===== src/rtl/i2c_pad_sequencer_pkg.sv =====
// i2c_pad_sequencer_pkg: shared FSM states, quarter indices and byte length
package i2c_pad_sequencer_pkg;
    typedef enum logic [2:0] {ST_IDLE, ST_START, ST_BIT, ST_STOP, ST_HOLD} state_t;
    localparam logic [1:0] Q0 = 2'd0;
    localparam logic [1:0] Q1 = 2'd1;
    localparam logic [1:0] Q2 = 2'd2;
    localparam logic [1:0] Q3 = 2'd3;
    localparam int BITS_PER_BYTE = 9;
    localparam logic [3:0] LAST_BIT = 4'(BITS_PER_BYTE - 1);
endpackage


===== src/rtl/i2c_quarter_tick.sv =====
// i2c_quarter_tick: CLK_DIV down-counter emitting one tick per quarter SCL period
// clk, rst_n : system clock, async active-low reset
// reload     : restart a full quarter (command accepted)
// freeze     : hold the count (clock stretching)
// tick       : high in the last cycle of a quarter
module i2c_quarter_tick #(
    parameter int CLK_DIV = 250
) (
    input  logic clk,
    input  logic rst_n,
    input  logic reload,
    input  logic freeze,
    output logic tick
);
    localparam int W = $clog2(CLK_DIV);
    localparam logic [W-1:0] TOP = W'(CLK_DIV - 1);
    logic [W-1:0] cnt;
    assign tick = cnt == '0 && !freeze;
    always_ff @(posedge clk or negedge rst_n) begin
        if (!rst_n) cnt <= TOP;
        else cnt <= (reload || tick) ? TOP : freeze ? cnt : cnt - W'(1);
    end
endmodule


===== src/rtl/i2c_pad_sequencer.sv =====
// i2c_pad_sequencer: byte-level open-drain I2C master sequencing the SDA/SCL pad enables
// clk, rst_n       : system clock, async active-low reset
// cmd_*            : one-byte command (start/stop/read flags, ACK to send, write data), valid/ready
// rsp_*            : completion pulse with received byte and sampled write ACK
// busy             : bus owned from START until STOP completes
// sda_*/scl_*      : pad enable (1 = pull low), pad data (always 0), synchronised pad input
module i2c_pad_sequencer
    import i2c_pad_sequencer_pkg::*;
#(
    parameter int CLK_DIV = 250
) (
    input  logic       clk,
    input  logic       rst_n,
    input  logic       cmd_valid,
    output logic       cmd_ready,
    input  logic       cmd_start,
    input  logic       cmd_stop,
    input  logic       cmd_read,
    input  logic       cmd_nack_out,
    input  logic [7:0] cmd_wdata,
    output logic       rsp_valid,
    output logic [7:0] rsp_rdata,
    output logic       rsp_nack,
    output logic       busy,
    output logic       sda_en,
    output logic       scl_en,
    output logic       sda_out,
    output logic       scl_out,
    input  logic       sda_in,
    input  logic       scl_in
);
    state_t     state, state_n;
    logic [1:0] q, q_n;
    logic [3:0] bc, bc_n;
    logic [7:0] sh;
    logic       smp, rd, stp, nko, rep, tick, freeze, accept, active, done, lvl;
    assign sda_out = 1'b0;
    assign scl_out = 1'b0;
    assign active  = state == ST_START || state == ST_BIT || state == ST_STOP;
    assign accept  = cmd_valid && cmd_ready;
    // SCL is released in q1 of every active phase; a slave holding it low stretches the quarter
    assign freeze  = active && q == Q1 && !scl_in;
    assign done    = tick && q == Q3 && (state == ST_STOP || (state == ST_BIT && bc == LAST_BIT && !stp));

    i2c_quarter_tick #(.CLK_DIV(CLK_DIV)) u_tick (
        .clk(clk),
        .rst_n(rst_n),
        .reload(accept),
        .freeze(freeze),
        .tick(tick)
    );

    always_ff @(posedge clk or negedge rst_n) begin
        if (!rst_n) begin
            state <= ST_IDLE;
            q     <= Q0;
            bc    <= '0;
        end else begin
            state <= state_n;
            q     <= q_n;
            bc    <= bc_n;
        end
    end

    always_comb begin
        state_n = state;
        q_n     = q;
        bc_n    = bc;
        if (accept) begin
            state_n = (state == ST_IDLE || cmd_start) ? ST_START : ST_BIT;
            q_n     = Q0;
            bc_n    = '0;
        end else if (active && tick) begin
            q_n = q + 2'd1;
            if (q == Q3) begin
                bc_n    = state == ST_BIT ? bc + 4'd1 : '0;
                state_n = state == ST_START ? ST_BIT : state == ST_STOP ? ST_IDLE :
                          bc != LAST_BIT ? ST_BIT : stp ? ST_STOP : ST_HOLD;
            end
        end
    end

    always_comb begin
        // SDA level for the current bit: ACK slot is released on writes, master ACK/NACK on reads
        lvl       = bc == LAST_BIT ? (!rd || nko) : (rd || sh[7]);
        cmd_ready = state == ST_IDLE || state == ST_HOLD;
        busy      = state != ST_IDLE;
        sda_en    = state == ST_START ? q[1] : state == ST_BIT ? !lvl : state == ST_STOP ? !q[1] : 1'b0;
        // a repeated START keeps SCL low through q0 so no stray clock pulse appears
        scl_en    = state == ST_START ? (q == Q3 || (q == Q0 && rep)) :
                    state == ST_BIT  ? (q == Q0 || q == Q3) :
                    state == ST_STOP ? q == Q0 : state == ST_HOLD;
    end

    always_ff @(posedge clk or negedge rst_n) begin
        if (!rst_n) begin
            sh        <= '0;
            smp       <= 1'b0;
            rd        <= 1'b0;
            stp       <= 1'b0;
            nko       <= 1'b0;
            rep       <= 1'b0;
            rsp_valid <= 1'b0;
            rsp_rdata <= '0;
            rsp_nack  <= 1'b0;
        end else begin
            rsp_valid <= done;
            if (accept) begin
                sh  <= cmd_wdata;
                rd  <= cmd_read;
                stp <= cmd_stop;
                nko <= cmd_nack_out;
                rep <= state == ST_HOLD;
            end
            if (tick && state == ST_BIT && q == Q2) smp <= sda_in;
            // shift only at the end of the bit so SDA never moves while SCL is high
            if (tick && state == ST_BIT && q == Q3 && bc != LAST_BIT) sh <= {sh[6:0], smp};
            if (done) begin
                rsp_rdata <= rd ? sh : 8'h00;
                rsp_nack  <= !rd && smp;
            end
        end
    end
endmodule


===== config.mk =====
export PLATFORM = sky130hd
export DESIGN_NAME = i2c_pad_sequencer
export DESIGN_NICKNAME = d
export VERILOG_FILES = /design/src/rtl/i2c_pad_sequencer_pkg.sv /design/src/rtl/i2c_quarter_tick.sv /design/src/rtl/i2c_pad_sequencer.sv
export SDC_FILE = /design/constraint.sdc
export NUM_CORES = 1
export LEC_CHECK = 0
export BUFFER_PORTS_ARGS = -buffer_cell sky130_fd_sc_hd__buf_2
export CORE_ASPECT_RATIO = 0.9
export CORE_UTILIZATION = 40
export CTS_CLUSTER_SIZE = 10
export DETAILED_ROUTE_END_ITERATION = 10
export GPL_TIMING_DRIVEN = 0
export HOLD_SLACK_MARGIN = 0.12
export PLACE_DENSITY = 0.58
export SETUP_SLACK_MARGIN = 0.05
export SYNTH_ARGS = -nofsm -noshare
export SYNTH_HDL_FRONTEND = slang
export SYNTH_HIERARCHICAL = 1
export SYNTH_SLANG_ARGS = --single-unit

===== constraint.sdc =====
create_clock -name clk -period 7 [get_ports clk]
set_clock_uncertainty 0.1 [all_clocks]
set_input_delay 0 -clock clk [delete_from_list [all_inputs] [get_ports clk]]
set_output_delay 0 -clock clk [all_outputs]
set_load 0.03 [all_outputs]

==> results_dict.tcl, run 1 <==
set metrics [dict create \
    status "finished clean" \
    synth_compound_gate_area_share_pct 17.1 \
    drv_cap 0 \
    rrSetupSlack_ns 3.43 \
    die_height_microns 70.5 \
    clk_latency_ns 0.29 \
    drive_above_1_share_pct 24.9 \
    stdcell_area_sq_um 2610 \
    setup_tns_ns 0 \
    dp_slack_ns 3.49 \
    setup_slack_ns 3.43 \
    clock-sinks 40 \
    ys_ff_latch 40 \
    io_pins 33 \
    yosysTopAreaCellShare_pct 40.7 \
    drt.antenna.violating_nets 0 \
    die_x_microns 78.2 \
    busiest_layer "met2" \
    cts_tree "done" \
    port_buffers 30 \
    vias 1628 \
    syn_area_sq_um 2090 \
    rows 24 \
    synthXorXnorAreaFrac_pct 1.68 \
    p_total_uw 882 \
    synthTopCellsByCount "34 x dfrtp_1, 29 x nand2_1, 14 x o21ai_0" \
    critical_path.top_delay_family "simple AND/OR/NAND/NOR gates" \
    drt_iter0_drc 76 \
    overflow 0 \
    crit_buf_inv 3 \
    finalSetupViolCount 0 \
    hold_start "scl_in" \
    n_antenna_cell 0 \
    netlist_instances 207 \
    worstHoldPathCells 4 \
    grt_max_degree 41 \
    yosys.area_share.simple_pct 21.2 \
    placed_area_sq_um 2320 \
    hold_class "primary input to flip-flop" \
    cp.arrival_ns 3.70 \
    tightest_slew_ns 0.895 \
    worst_path_largest_cell_delay_ns 0.57 \
    met3_usage_pct 4.00 \
    crit_path_end_kind "flip-flop" \
    min_period_ns 3.57 \
    muxShareOfSynthArea_pct 3.24 \
    grt_first_pass_wirelength_mm 7.60 \
    synth-edff-count 0 \
    nets 284 \
    synth_top_cell_by_area "dfrtp_1" \
    start_util_pct 42.4 \
    rr_startpoint "state[1]" \
    ir_drop_mv 0.248 \
    vias_per_cell 4.99 \
    crit_chain "buf_2, o21ba_2, and3b_1, nor4b_2, and3_1, clkbuf_1, a31oi_2, o21bai_1, a21oi_1, dlygate4sd3_1" \
    rsz0062_at_grt "no" \
    fin_crit_sh_pct 51.0 \
    ys_async_sr_fraction_pct 100 \
    use_met2_pct 28.0 \
    synth-warning-count 6 \
    drt-total-wl_mm 4.38 \
    drt_pass1_iterations 4 \
    cts_made_buffers 5 \
    post-synth-top-count-cell "dfrtp_1" \
    leakagePower_uw 0.00124 \
    drc 0 \
    crit_slowest_cell "dlygate4sd3_1" \
    cp-start-kind "flip-flop" \
    path_clk_slew_ns 0.08 \
    ff2ff_path_depth 10 \
    fillers 479 \
    antenna_found_initial 0 \
    powerDensity_nw_per_um2 338 \
    synth_area_leaders "dfrtp_1 41%, dfstp_2 7.5%, nand2_1 5.2%, ha_1 4.2%, a22o_1 3.4%" \
    grt_pass1_vias 1628 \
    hold_viol_final 0 \
    synth.avg_cell_area_sq_um 10.1 \
    synth.distinct_cells 48 \
    yosysSeqAreaShare_pct 48.3 \
    synthAdderAreaFrac_pct 4.19 \
    slew_headroom_pct 40.3 \
    wl_per_cell_microns 13.4 \
    path_max_fanout 10 \
    grt_util_met1_pct 24.5 \
    cts_buffer_depth 2 \
    synthToLayoutAreaGrowth_pct 24.8 \
    die-area_sq_um 5510 \
    cts_resized 0 \
    hpwl_mm 3.02 \
    crit_required_ns 7.13 \
    place_congestion 0.717 \
    synth_top_family_by_area "simple AND/OR/NAND/NOR gates" \
    rr_endpoint "state[1]" \
    fmax_ghz 0.280 \
    crit_type "flip-flop to flip-flop" \
    cts_max_level 2 \
    core-area_sq_um 4920 \
    hold-path-endpoint "u_tick/cnt[0]" \
    root_buffer "clkbuf_8" \
    maxSlewViolCount 0 \
    grtUsageTotal_pct 18.0 \
    synth_ff_type "dfrtp_1" \
]
## where the power goes
| group | switching (uW) | internal (uW) | total, uW | leakage [uW] |
|---|---|---|---|---|
| sequential | 50.3 | 298 | 348 | 0.000514 |
| clock | 82.2 | 143 | 225 | 0.0000654 |
| combinational | 173 | 136 | 309 | 0.000663 |
| total | 306 | 577 | 882 | 0.00124 |
## how the worst max path moves through the flow
| stage | slack [ns] | start | cells after the start | endpoint |
|---|---|---|---|---|
| floorplan | 4.07 | state[1] | 10 | sh[0] |
| global placement | 3.48 | state[1] | 10 | rsp_rdata[6] |
| detailed placement | 3.49 | state[1] | 10 | rsp_rdata[2] |
| CTS | 3.44 | state[1] | 10 | state[1] |
| global route | 3.16 | state[1] | 10 | rsp_nack |
| finish | 3.43 | state[1] | 10 | state[1] |
## logic make-up after synthesis
family,after synthesis
simple gates,79
flops,40
mux,6
xor+xnor,4
compound gates,51
fa+ha+maj,7
other cells,1
buf+inv,19
## per-layer routing
metal  up-vias  wire [microns]
li1        830               -
met5         -               0
met4         0              93
met2        38            1970
met1       748            2140
met3        12             184
## registers in the layout, indices dropped and copies added, names as in the netlist, 2 cells and up
signal      cells
rsp_rdata       8
sh              8
u_tick/cnt      8
bc              4
state           3
q               2
## timing repair
action	4_1_cts	5_1_grt
hold endpoints to repair	48	0
setup endpoints to repair	0	0
hold buffers	15	0
setup buffers	0	0
## cell usage in the layout, fill, tap and decap left out, types with 3 or more instances in the layout
cell type,instances
a21o_1,8
a21oi_1,8
a22o_1,8
buf_2,35
clkbuf_1,4
clkbuf_8,5
dfrtp_1,34
dfstp_2,6
dlygate4sd3_1,15
ha_1,7
inv_1,9
mux2_2,6
nand2_1,29
nand2b_1,6
nand3_1,8
nor2_1,9
nor3_1,4
nor3b_1,3
o21ai_0,14
xnor2_1,3
## final cells by class
cell class                 instances  area, sq um  share of cell area (%)
sequential                        40         1010                    38.7
multi-input combinational        149          998                    38.3
timing repair buffer              45          300                    11.5
tap                               65         81.3                    3.12
clock buffer                       6         72.6                    2.78
clock inverter                     2         60.1                    2.30
buffer                            10         51.3                    1.97
inverter                           9         33.8                    1.30
## worst reg2reg max path, cell delays in order (launching register included)
cell	delay (ns)
dfrtp_1	0.42
buf_2	0.19
o21ba_2	0.26
and3b_1	0.25
nor4b_2	0.54
and3_1	0.31
clkbuf_1	0.31
a31oi_2	0.22
o21bai_1	0.21
a21oi_1	0.13
dlygate4sd3_1	0.57
## per-stage QoR
| step | hold WS [ns] | instances | util, % |
|---|---|---|---|
| final | 0.164 | 326 | 52.9 |
| after global routing | 0.194 | 326 | 52.9 |
| after CTS | 0.155 | 326 | 52.9 |
| after detailed placement | 0.0834 | 303 | 47.2 |
| after global placement | 0.0886 | 303 | 47.2 |
| after floorplan | -0.396 | 208 | - |
Power figures use the tool's default switching activity.
==> run 2, diff against run 1 <==
==> constraint.sdc (replaced) <==
create_clock -name clk -period 3.3 [get_ports clk]
set_clock_uncertainty 0.1 [all_clocks]
set_input_delay 0 -clock clk [delete_from_list [all_inputs] [get_ports clk]]
set_output_delay 0 -clock clk [all_outputs]
set_load 0.03 [all_outputs]
==> run 2 against run 1 <==
Flip-flop and latch count did not move. Total power rose by 110%. Wire length barely moved. Register-to-register slack got worse by 3.1 ns. Sequential power rose by 110%. Worst hold slack improved by 0.020 ns. First-iteration DRC count rose by 13%. Core utilization rose by 0.86 points. Cell count rose by 0.61%. Die area did not move.
==> results_dict.tcl, run 2 (synthesis results as in run 1) <==
set metrics [dict create \
    status "finished clean" \
    cts_buffer_depth 2 \
    placed_area_sq_um 2320 \
    rows 24 \
    fin_crit_sh_pct 91.2 \
    final_common_cell "buf_2" \
    fillers 472 \
    grtUsageTotal_pct 17.7 \
    p_total_uw 1880 \
    power_frac_comb_pct 35.1 \
    nets 286 \
    overflow 0 \
    p_int_uw 1220 \
    start_util_pct 42.4 \
    reg_top3 "rsp_rdata: 8 flops, sh: 8 flops, u_tick/cnt: 8 flops" \
    rr_startpoint "state[1]" \
    crit_path_end_kind "flip-flop" \
    port_buffers 30 \
    die_height_microns 70.5 \
    switching_share_pct 35.1 \
    cp-start-kind "flip-flop" \
    path_clk_slew_ns 0.08 \
    drive_above_1_share_pct 26.2 \
    fmax_ghz 0.332 \
    hold_start "scl_in" \
    grt_max_degree 41 \
    critPathLaunch "state[1]" \
    final_cell_mix "35 x buf_2, 34 x dfrtp_1, 29 x nand2_1" \
    crit_type "flip-flop to flip-flop" \
    drt.antenna.violating_nets 0 \
    dp.cells 303 \
    stdcell_area_sq_um 2650 \
    antenna_found_initial 0 \
    tightest_slew_ns 0.902 \
    vias 1632 \
    slew_headroom_pct 39.8 \
    ir_drop_mv 0.527 \
    cts_max_level 2 \
    seqPwrFrac_pct 39.5 \
    n_antenna_cell 0 \
    drt_iter0_drc 86 \
    place_congestion 0.717 \
    pwr-share-clk_pct 25.3 \
    die-area_sq_um 5510 \
    hold_viol_final 0 \
    crit_required_ns 3.43 \
    rsz0062_at_grt "no" \
    path_max_fanout 10 \
    finalSetupViolCount 0 \
    maxSlewViolCount 0 \
    grt_pass1_vias 1597 \
    grt_first_pass_wirelength_mm 7.54 \
    cts_tree "done" \
    cp.arrival_ns 3.14 \
    hold_class "primary input to flip-flop" \
    fin_cells 328 \
    leakagePower_uw 0.00126 \
    powerDensity_nw_per_um2 710 \
    root_buffer "clkbuf_8" \
    drt_pass1_iterations 4 \
    drc 0 \
    io_pins 33 \
    core-area_sq_um 4920 \
    clk_latency_ns 0.29 \
    wl_per_cell_microns 13.4 \
    vias_per_cell 4.98 \
    drv_cap 0 \
    hpwl_mm 3.02 \
    cts_made_buffers 5 \
    clock-sinks 40 \
    drt-total-wl_mm 4.39 \
    die_x_microns 78.2 \
    synthToLayoutAreaGrowth_pct 26.8 \
    setup_tns_ns 0 \
    switching_power_uw 661 \
    min_period_ns 3.01 \
]
run 2: changes by cell type in the layout (fill, tap and decap cells not counted):
cell	before	now
buf_4	2	4
clkbuf_1	4	3
clkbuf_2	0	1
nor4b_2	1	0
nor4b_4	0	1
o2111ai_1	1	0
o2111ai_4	0	1
run 2: critical path: stages, from the launching register on:
cell      delay [ns]
dfrtp_1         0.42
buf_2           0.19
o21ba_2         0.26
and3b_1         0.26
nor4b_4         0.43
and3_1          0.28
clkbuf_2        0.24
a31oi_2         0.18
or4_1           0.49
nand3_1         0.09
run 2: worst paths after layout:
path                                 endpoint  slack [ns]  cells past startpoint
max in group asynchronous                 smp        2.27                      2
worst min-delay path            u_tick/cnt[0]        0.18                      4
worst max-delay path                    bc[3]        0.29                      9
worst min register to register   rsp_rdata[0]        0.37                      2
worst max register to register          bc[3]        0.29                      9
min in group asynchronous           rsp_valid        0.27                      2
run 2: power groups by stage:
stage                     Combinational, uW  Sequential, uW  Clock (uW)
final                                   661             744         477
after global routing                    741             763         507
after CTS                               664             744         491
after detailed placement                636             748           0
after global placement                  628             746           0
after floorplan                         503             719           0
run 2: timing repair:
| item | CTS | global route |
|---|---|---|
| setup endpoints to repair | 19 | 13 |
| pin swaps | 1 | 0 |
| hold endpoints to repair | 48 | 0 |
| setup buffers | 2 | 0 |
| hold buffers | 15 | 0 |
| resized for setup | 2 | 3 |
run 2: cell type report:
cell class | instances | area (sq um) | share of cell area (%)
tap | 65 | 81.3 | 3.07
clock inverter | 2 | 60.1 | 2.27
sequential | 40 | 1010 | 38.1
multi-input combinational | 149 | 1020 | 38.7
clock buffer | 6 | 72.6 | 2.74
inverter | 9 | 33.8 | 1.28
timing repair buffer | 47 | 315 | 11.9
buffer | 10 | 52.6 | 1.98
run 2: metal layers:
| layer | vias up | share of wire [%] | track usage (%) |
|---|---|---|---|
| li1 | 834 | - | - |
| met1 | 758 | 50 | 24.4 |
| met2 | 33 | 45 | 28.0 |
| met5 | - | 0 | 0 |
| met3 | 7 | 3.7 | 4.00 |
| met4 | 0 | 1.3 | 5.56 |
run 2: metrics by stage:
step                setup slack [ns]  hold slack [ns]  utilization, %
detailed placement            -0.214           0.0834            47.2
finish                         0.290            0.183            53.8
floorplan                      0.368           -0.396               -
CTS                           0.0827            0.175            53.5
global route                  0.0939            0.214            53.8
global placement              -0.216           0.0886            47.2
